<file path="src/rtl/edc_secded.sv">
`default_nettype none
// edc_secded: one-stage registered SECDED Hamming encode/decode paths with
// saturating corrected/uncorrectable error counters and a bypass mode.
module edc_secded #(
  parameter int WB_DWIDTH = 32,
  parameter int CHK_WIDTH = 7,
  parameter int CNT_WIDTH = 16
) (
  input  logic                 i_clk,
  input  logic                 i_rst_n,
  input  logic                 i_edc_en,
  input  logic                 i_enc_valid,
  input  logic [WB_DWIDTH-1:0] i_enc_dat,
  output logic                 o_enc_valid,
  output logic [WB_DWIDTH-1:0] o_enc_dat,
  output logic [CHK_WIDTH-1:0] o_enc_chk,
  input  logic                 i_dec_valid,
  input  logic [WB_DWIDTH-1:0] i_dec_dat,
  input  logic [CHK_WIDTH-1:0] i_dec_chk,
  output logic                 o_dec_valid,
  output logic [WB_DWIDTH-1:0] o_dec_dat,
  output logic                 o_dec_sbe,
  output logic                 o_dec_dbe,
  output logic [CHK_WIDTH-1:0] o_dec_syn,
  input  logic                 i_cnt_clr,
  output logic [CNT_WIDTH-1:0] o_sbe_cnt,
  output logic [CNT_WIDTH-1:0] o_dbe_cnt
);

  localparam int R    = CHK_WIDTH - 1;
  localparam int NPOS = WB_DWIDTH + R;
  localparam logic [R-1:0]         NPOS_V  = R'(NPOS);
  localparam logic [CNT_WIDTH-1:0] CNT_ONE = {{(CNT_WIDTH-1){1'b0}}, 1'b1};

  function automatic int min_r(input int n);
    int r;
    r = 0;
    for (int k = 16; k >= 1; k--)
      if ((1 << k) >= n + k + 1) r = k;
    return r;
  endfunction

  // Codeword position of data bit j: the j-th non-power-of-two position.
  function automatic int data_pos(input int j);
    int k;
    int pos;
    k   = 0;
    pos = 0;
    for (int q = 1; q <= NPOS; q++) begin
      if ((q & (q - 1)) != 0) begin
        if (k == j) pos = q;
        k++;
      end
    end
    return pos;
  endfunction

  function automatic logic [WB_DWIDTH-1:0] ham_mask(input int i);
    logic [WB_DWIDTH-1:0] m;
    m = '0;
    for (int j = 0; j < WB_DWIDTH; j++)
      m[j] = ((data_pos(j) >> i) & 1) == 1;
    return m;
  endfunction

  if (!((WB_DWIDTH == 8 || WB_DWIDTH == 16 || WB_DWIDTH == 32 || WB_DWIDTH == 64)
        && R == min_r(WB_DWIDTH))) begin : g_bad_param
    $error("edc_secded: unsupported WB_DWIDTH/CHK_WIDTH combination");
  end

  logic [R-1:0]         enc_ham;
  logic [R-1:0]         dec_ham;
  logic [R-1:0]         dec_s;
  logic                 dec_p;
  logic [WB_DWIDTH-1:0] syn_hit;
  logic                 sbe_n;
  logic                 dbe_n;
  logic [WB_DWIDTH-1:0] fix;

  for (genvar i = 0; i < R; i++) begin : g_ham
    localparam logic [WB_DWIDTH-1:0] MASK = ham_mask(i);
    assign enc_ham[i] = ^(i_enc_dat & MASK);
    assign dec_ham[i] = ^(i_dec_dat & MASK);
  end

  for (genvar j = 0; j < WB_DWIDTH; j++) begin : g_hit
    localparam logic [R-1:0] POS_V = R'(data_pos(j));
    assign syn_hit[j] = (dec_s == POS_V);
  end

  assign dec_s = dec_ham ^ i_dec_chk[R-1:0];
  assign dec_p = ^{i_dec_dat, i_dec_chk};

  // A syndrome beyond the last codeword position cannot come from one flip.
  always_comb begin
    sbe_n = 1'b0;
    dbe_n = 1'b0;
    fix   = '0;
    if (dec_p) begin
      sbe_n = (dec_s <= NPOS_V);
      dbe_n = (dec_s >  NPOS_V);
    end else begin
      dbe_n = (dec_s != '0);
    end
    if (sbe_n) fix = syn_hit;
  end

  always_ff @(posedge i_clk or negedge i_rst_n) begin
    if (!i_rst_n) begin
      o_enc_valid <= 1'b0;
      o_enc_dat   <= '0;
      o_enc_chk   <= '0;
    end else begin
      o_enc_valid <= i_enc_valid;
      if (i_enc_valid) begin
        o_enc_dat <= i_enc_dat;
        o_enc_chk <= i_edc_en ? {^{i_enc_dat, enc_ham}, enc_ham} : '0;
      end
    end
  end

  always_ff @(posedge i_clk or negedge i_rst_n) begin
    if (!i_rst_n) begin
      o_dec_valid <= 1'b0;
      o_dec_dat   <= '0;
      o_dec_sbe   <= 1'b0;
      o_dec_dbe   <= 1'b0;
      o_dec_syn   <= '0;
    end else begin
      o_dec_valid <= i_dec_valid;
      if (i_dec_valid) begin
        if (i_edc_en) begin
          o_dec_dat <= i_dec_dat ^ fix;
          o_dec_sbe <= sbe_n;
          o_dec_dbe <= dbe_n;
          o_dec_syn <= {dec_p, dec_s};
        end else begin
          o_dec_dat <= i_dec_dat;
          o_dec_sbe <= 1'b0;
          o_dec_dbe <= 1'b0;
          o_dec_syn <= '0;
        end
      end
    end
  end

  always_ff @(posedge i_clk or negedge i_rst_n) begin
    if (!i_rst_n) begin
      o_sbe_cnt <= '0;
      o_dbe_cnt <= '0;
    end else if (i_cnt_clr) begin
      o_sbe_cnt <= '0;
      o_dbe_cnt <= '0;
    end else begin
      if (o_dec_valid && o_dec_sbe && !(&o_sbe_cnt)) o_sbe_cnt <= o_sbe_cnt + CNT_ONE;
      if (o_dec_valid && o_dec_dbe && !(&o_dbe_cnt)) o_dbe_cnt <= o_dbe_cnt + CNT_ONE;
    end
  end

endmodule
`default_nettype wire

</file>
<file path="config.mk">
export PLATFORM = sky130hd
export DESIGN_NAME = edc_secded
export DESIGN_NICKNAME = d
export VERILOG_FILES = /design/src/rtl/edc_secded.sv
export SDC_FILE = /design/constraint.sdc
export NUM_CORES = 1
export LEC_CHECK = 0
export CAP_MARGIN = 20
export CORE_ASPECT_RATIO = 0.6
export CORE_MARGIN = 3
export CORE_UTILIZATION = 48
export CTS_CLUSTER_DIAMETER = 60
export CTS_CLUSTER_SIZE = 24
export DETAILED_ROUTE_END_ITERATION = 8
export GPL_TIMING_DRIVEN = 0
export PLACE_DENSITY = 0.81
export SLEW_MARGIN = 0
export SYNTH_ARGS = -nofsm -noshare
export SYNTH_HDL_FRONTEND = slang
export SYNTH_SLANG_ARGS = --single-unit
</file>
<file path="constraint.sdc">
create_clock -name i_clk -period 2.8 [get_ports i_clk]
set_clock_uncertainty 0.05 [all_clocks]
set_input_delay 0.28 -clock i_clk [delete_from_list [all_inputs] [get_ports i_clk]]
set_output_delay 0.28 -clock i_clk [all_outputs]
set_load 0.01 [all_outputs]
</file>
# Word-level counts from Yosys, hierarchy flattened
# Index checks and enable logic that the tools add are counted.
[word_totals]
inputBits = 77
out_inout_bits = 114
word_cells = 85
ff_bits = 114
[classes]
n_lt_le_gt_ge = 2
bitwise_logic = 2
n_mux = 12
n_reduce_logical = 25
add_sub_neg = 2
n_eq_ne = 32
[ops]
columns = ["operator", "count"]
rows = [
  ["$reduce_xor A32 Y1", 12],
  ["$eq A6 B5 Y1 const B", 15],
  ["$mux W16", 4],
  ["$mux W32", 2],
  ["$eq A6 B4 Y1 const B", 7],
  ["$reduce_xor A39 Y1", 1],
  ["$reduce_xor A38 Y1", 1],
  ["$eq A6 B6 Y1 const B", 6],
  ["$add A16 B1 Y16 const B", 2],
  ["$reduce_and A16 Y1", 2],
  ["$xor A32 B32 Y32", 1],
  ["$eq A6 B3 Y1 const B", 3],
  ["$mux W7", 2],
  ["$eq A6 B2 Y1 const B", 1],
  ["$gt A6 B6 Y1 const B", 1],
  ["$le A6 B6 Y1 const B", 1],
  ["$reduce_bool A6 Y1", 1],
  ["$xor A6 B6 Y6", 1],
  ["$logic_and A1 B1 Y1", 4],
  ["$mux W1", 4],
  ["$reduce_bool A2 Y1", 2],
  ["$logic_not A1 Y1", 2],
]

# Depth between registers and ports, before layout
[depth]
depth_word = 7
ltp_mapped = 8
ltp_nobuf = 8

# Worst setup path before layout
# Ideal clock, no wire load.
[synth_path]
path_type = "input port to flip-flop"
startpoint = "in i_dec_dat[4]"
endpoint = "reg o_dec_dat[13]"
cell_stages = 8
arrival_ns = 2.798
setup_ns = 0.082
slack_ns = -0.130
required_time_ns = 2.668
cell_sequence = "xnor3_1 xnor3_2 xnor3_1 xnor3_2 or4b_4 buf_6 or3_1 a31oi_1"
[synth_via]
elab_chain_cells = 7
word_cells_on_any_way = 10
cone_classes = "1 x order compare; 1 x eq/ne; 3 x mux; 2 x bitwise; 3 x reduce/logical"
[synth_rtl]
columns = ["element", "line", "rtl"]
rows = [
  ["start: declaration", "18", "input logic [WB_DWIDTH-1:0] i_dec_dat,"],
  ["$reduce_xor A32 Y1", "83", "assign dec_ham[i] = ^(i_dec_dat & MASK);"],
  ["$xor A6 B6 Y6", "91", "assign dec_s = dec_ham ^ i_dec_chk[R-1:0];"],
  ["$le A6 B6 Y1", "100", "sbe_n = (dec_s <= NPOS_V);"],
  ["$mux W1", "99", "if (dec_p) begin"],
  ["$mux W32 (*)", "105", "if (sbe_n) fix = syn_hit;"],
  ["$xor A32 B32 Y32 (*)", "133", "o_dec_dat <= i_dec_dat ^ fix;"],
  ["$mux W32 (*)", "132", "if (i_edc_en) begin"],
  ["end signal: assignment", "133", ""],
  ["end signal: assignment", "138", "o_dec_dat <= i_dec_dat;"],
  ["end: declaration", "21", "output logic [WB_DWIDTH-1:0] o_dec_dat,"],
]
# Mark *: on every way between the ends. The rest lies on a longest branch, timed or not.
# A chain may end at the register's enable or synchronous reset.

# Worst setup path in the final report
[layout_path]
startpoint = "in i_dec_dat[3]"
endpoint = "reg o_dec_dat[24]"
# The elaborated chain is that of the path after synthesis.

==> impl_metrics.py <==
metrics = {
    "floorplanning": {
        "core_um2": 13050,
        "row_count": 32,
        "dieArea_um2": 15070,
        "die_w_um": 156.5,
        "start_util_pct": 49.99,
        "die_h_um": 96.31,
        "io_pins": 191,
    },
    "outcome": {
        "violations": "negative setup slack",
        "outcome": "complete, but fails checks",
    },
    "worst_hold_path": {
        "hp-class": "in2reg",
    },
    "clocking": {
        "cts_sinks": 114,
        "clockRootBuffer": "clkbuf_16",
        "htree_levels": 4,
        "clock_path_buffers": 2,
        "cts_buffers": 17,
        "path_clk_slew_ns": 0.06,
        "clk_latency_ns": 0.41,
        "cts_tree": "done",
    },
    "setup_path": {
        "cp-end-kind": "flip-flop",
        "crit_type": "in2reg",
        "cp.arrival_ns": 3.15,
        "required_ns": 3.08,
        "crit_path_max_fanout": 10,
        "start_kind": "input pin",
    },
    "logic_synthesis": {
        "syn_area_um2": 6525,
        "synthArstFlopShare_pct": 100.0,
        "synth_top_family_by_area": "XOR/XNOR gates",
        "synth_edf_count": 0,
        "synth-xor-area-share_pct": 24.24,
        "yosys_warnings": 0,
        "synthAdderAreaFrac_pct": 0.3835,
        "synth_seq_cells": 114,
        "seq_area_frac_synth_pct": 43.72,
        "syn-num-nets": 692,
        "yosys_most_used_dff": "dfrtp_1",
        "synth_compound_area_share_pct": 9.032,
        "synth.avg_cell_area_um2": 10.64,
        "synthMuxAreaShare_pct": 6.021,
        "synthSimpleGateAreaFrac_pct": 14.02,
        "synth_cell_types": 39,
        "synthCells": 613,
    },
    "layout": {
        "diodes": 0,
        "synthToLayoutAreaGrowth_pct": 52.31,
        "final_cells": 1047,
        "fillers": 842,
        "nNetsFinal": 943,
        "drive_above_1_share_pct": 21.55,
    },
    "sta": {
        "setup_ws_ns": -0.07532,
        "period_share_pct": 102.7,
        "tightestPinTransition_ns": 0.8309,
        "drv_slew": 0,
        "finalHoldViolations": 0,
        "max-slew-margin-rel_pct": 43.73,
        "max_freq_mhz": 347.8,
        "min_period_ns": 2.875,
        "hold_ws_ns": 0.1353,
        "setup_violations": 9,
    },
    "route": {
        "drc_errors": 0,
        "antenna_left": 0,
        "firstDrtPassIters": 5,
        "wire_per_inst_um": 21.24,
        "wl_mm": 22.24,
        "drt_iter0_markers": 479,
        "vias": 6165,
        "vias_per_cell": 5.888,
    },
    "placed_design": {
        "dp_cells": 973,
        "port-buffer-count": 189,
        "pre_cts_slack_ns": -1.225,
        "dp_hpwl_mm": 15.67,
        "place_congestion": 0.9777,
    },
    "global_route": {
        "grt_pass1_vias": 6000,
        "grtUsageTotal_pct": 28.22,
        "antenna_found_initial": 0,
        "grt_pass1_wl_mm": 32.53,
        "gr-total-overflow": 0,
        "grt_max_degree": 60,
    },
    "power_and_ir_drop": {
        "ir_drop_mv": 0.6300,
        "p_leak_uw": 0.004072,
        "p_per_area_nw_per_um2": 820.3,
    },
    "job": {
        "drv_cap": 0,
    },
}
[layout by cell type (no fill, tap or decap), drive strengths merged, types with 6 or more instances in the layout]
cell             n
nor2            70
buf             57
dlymetal6s2s     7
mux2            34
o31ai           26
clkdlybuf4s50  152
o21ai            8
o22ai           11
nand3           16
or4             28
dfrtp          114
nand2           21
and4             6
or3              7
clkbuf          48
xor2            41
nand4           15
inv             19
dlygate4sd2      7
xnor3           15
xnor2           98
clkinv           6
a31oi           33
[layer usage]
layer	share of wire, %	routed length, um	GRT usage [%]
met4	1.1	242	6.992
met5	0	0	0
met3	9.9	2199	8.446
met2	44	9851	41.19
met1	45	9949	41.26
[critical path, cell delays in order]
cell	delay (ns)
clkdlybuf4s15_1	0.27
xnor2_2	0.30
xnor2_2	0.17
xnor3_2	0.53
xnor3_2	0.33
buf_6	0.12
nand4b_1	0.22
buf_2	0.30
or4_1	0.44
a31oi_1	0.19
[kinds of logic (layout without fill, tap and decap cells)]
logic type,Yosys count,count (layout)
fa+ha+maj,2,2
buf+inv,43,307
simple gates,176,176
xor+xnor,155,155
flops,114,114
compound gates,88,88
mux,35,35
[repair_timing]
| action | 4_1_cts | 5_1_grt |
|---|---|---|
| setup endpoints to repair | 34 | 34 |
| setup buffers | 29 | 12 |
| pin swaps | 32 | 28 |
| resized for setup | 112 | 57 |
| hold endpoints to repair | 55 | 0 |
| cloned | 1 | 0 |
| hold buffers | 1 | 0 |
[cell type report]
| cell class | instances | area, um2 | share of cell area (%) |
|---|---|---|---|
| Multi-Input combinational cell | 456 | 3935 | 39.59 |
| Inverter | 18 | 67.56 | 0.6798 |
| Clock buffer | 20 | 446.7 | 4.495 |
| Timing Repair Buffer | 233 | 2207 | 22.21 |
| Sequential cell | 114 | 2853 | 28.70 |
| Clock inverter | 12 | 110.1 | 1.108 |
| Buffer | 24 | 106.4 | 1.070 |
| Tap cell | 170 | 212.7 | 2.140 |
[power breakdown]
part | internal [uW] | total, uW | switching [uW] | leakage (uW)
clock | 1240 | 2030 | 788 | 0.000262
combinational | 1950 | 4140 | 2190 | 0.00240
sequential | 1840 | 1980 | 139 | 0.00141
[state kept, by name, summed over array words and instances (netlist names)]
| signal | count |
|---|---|
| o_enc_chk | 7 |
| o_dec_dat | 32 |
| o_enc_dat | 32 |
| o_sbe_cnt | 16 |
| o_enc_valid | 1 |
| o_dec_dbe | 1 |
| o_dec_sbe | 1 |
| o_dbe_cnt | 16 |
| o_dec_syn | 7 |
| o_dec_valid | 1 |
[metrics by stage]
stage          setup TNS [ns]  power [uW]  utilization (%)  instance area, um2
2_1_floorplan               0        3750                -                6551
3_3_place_gp          -357.57        4836            66.32                8656
3_5_place_dp           -34.76        4918            66.51                8681
4_1_cts                     0        7709            74.51                9726
5_1_grt               -0.7806        8402            76.14                9938
6_report              -0.4479        8153            76.14                9938
[Yosys cell counts (2+ instances only)]
cell type | n | area (um2)
a21oi_1 | 4 | 20.02
a31oi_1 | 33 | 206.5
and2_1 | 2 | 12.51
and3_1 | 3 | 18.77
and4_1 | 6 | 52.55
buf_1 | 3 | 11.26
clkbuf_1 | 21 | 78.83
dfrtp_1 | 114 | 2853
ha_1 | 2 | 25.02
inv_1 | 18 | 67.56
mux2_2 | 34 | 382.9
nand2_1 | 21 | 78.83
nand3_1 | 16 | 80.08
nand4_1 | 15 | 93.84
nand4b_1 | 2 | 17.52
nor2_1 | 70 | 262.8
nor4_1 | 2 | 12.51
o21ai_0 | 8 | 40.04
o22ai_1 | 11 | 68.82
o31ai_1 | 26 | 195.2
or3_1 | 7 | 43.79
or4_1 | 28 | 210.2
xnor2_1 | 98 | 858.3
xnor3_1 | 13 | 292.8
xnor3_2 | 2 | 47.55
xor2_1 | 41 | 359.1
[worst paths after layout]
kind,to,start,cells after the start,slack (ns)
max in group asynchronous,o_enc_dat[29]$_DFFE_PN0P_,i_rst_n,3,1.52
min in group asynchronous,o_sbe_cnt[11]$_DFFE_PN0P_,i_rst_n,2,0.44
worst max-delay path,o_dec_dat[24]$_DFFE_PN0P_,i_dec_dat[3],10,-0.08
worst min-delay path,o_dec_dat[30]$_DFFE_PN0P_,i_dec_dat[30],3,0.14
worst max register to register,o_dbe_cnt[5]$_DFFE_PN0P_,o_dbe_cnt[0]$_DFFE_PN0P_,8,0.42
worst min register to register,o_enc_dat[15]$_DFFE_PN0P_,o_enc_dat[15]$_DFFE_PN0P_,1,0.45
No activity file was read; power rests on OpenSTA's default activity.
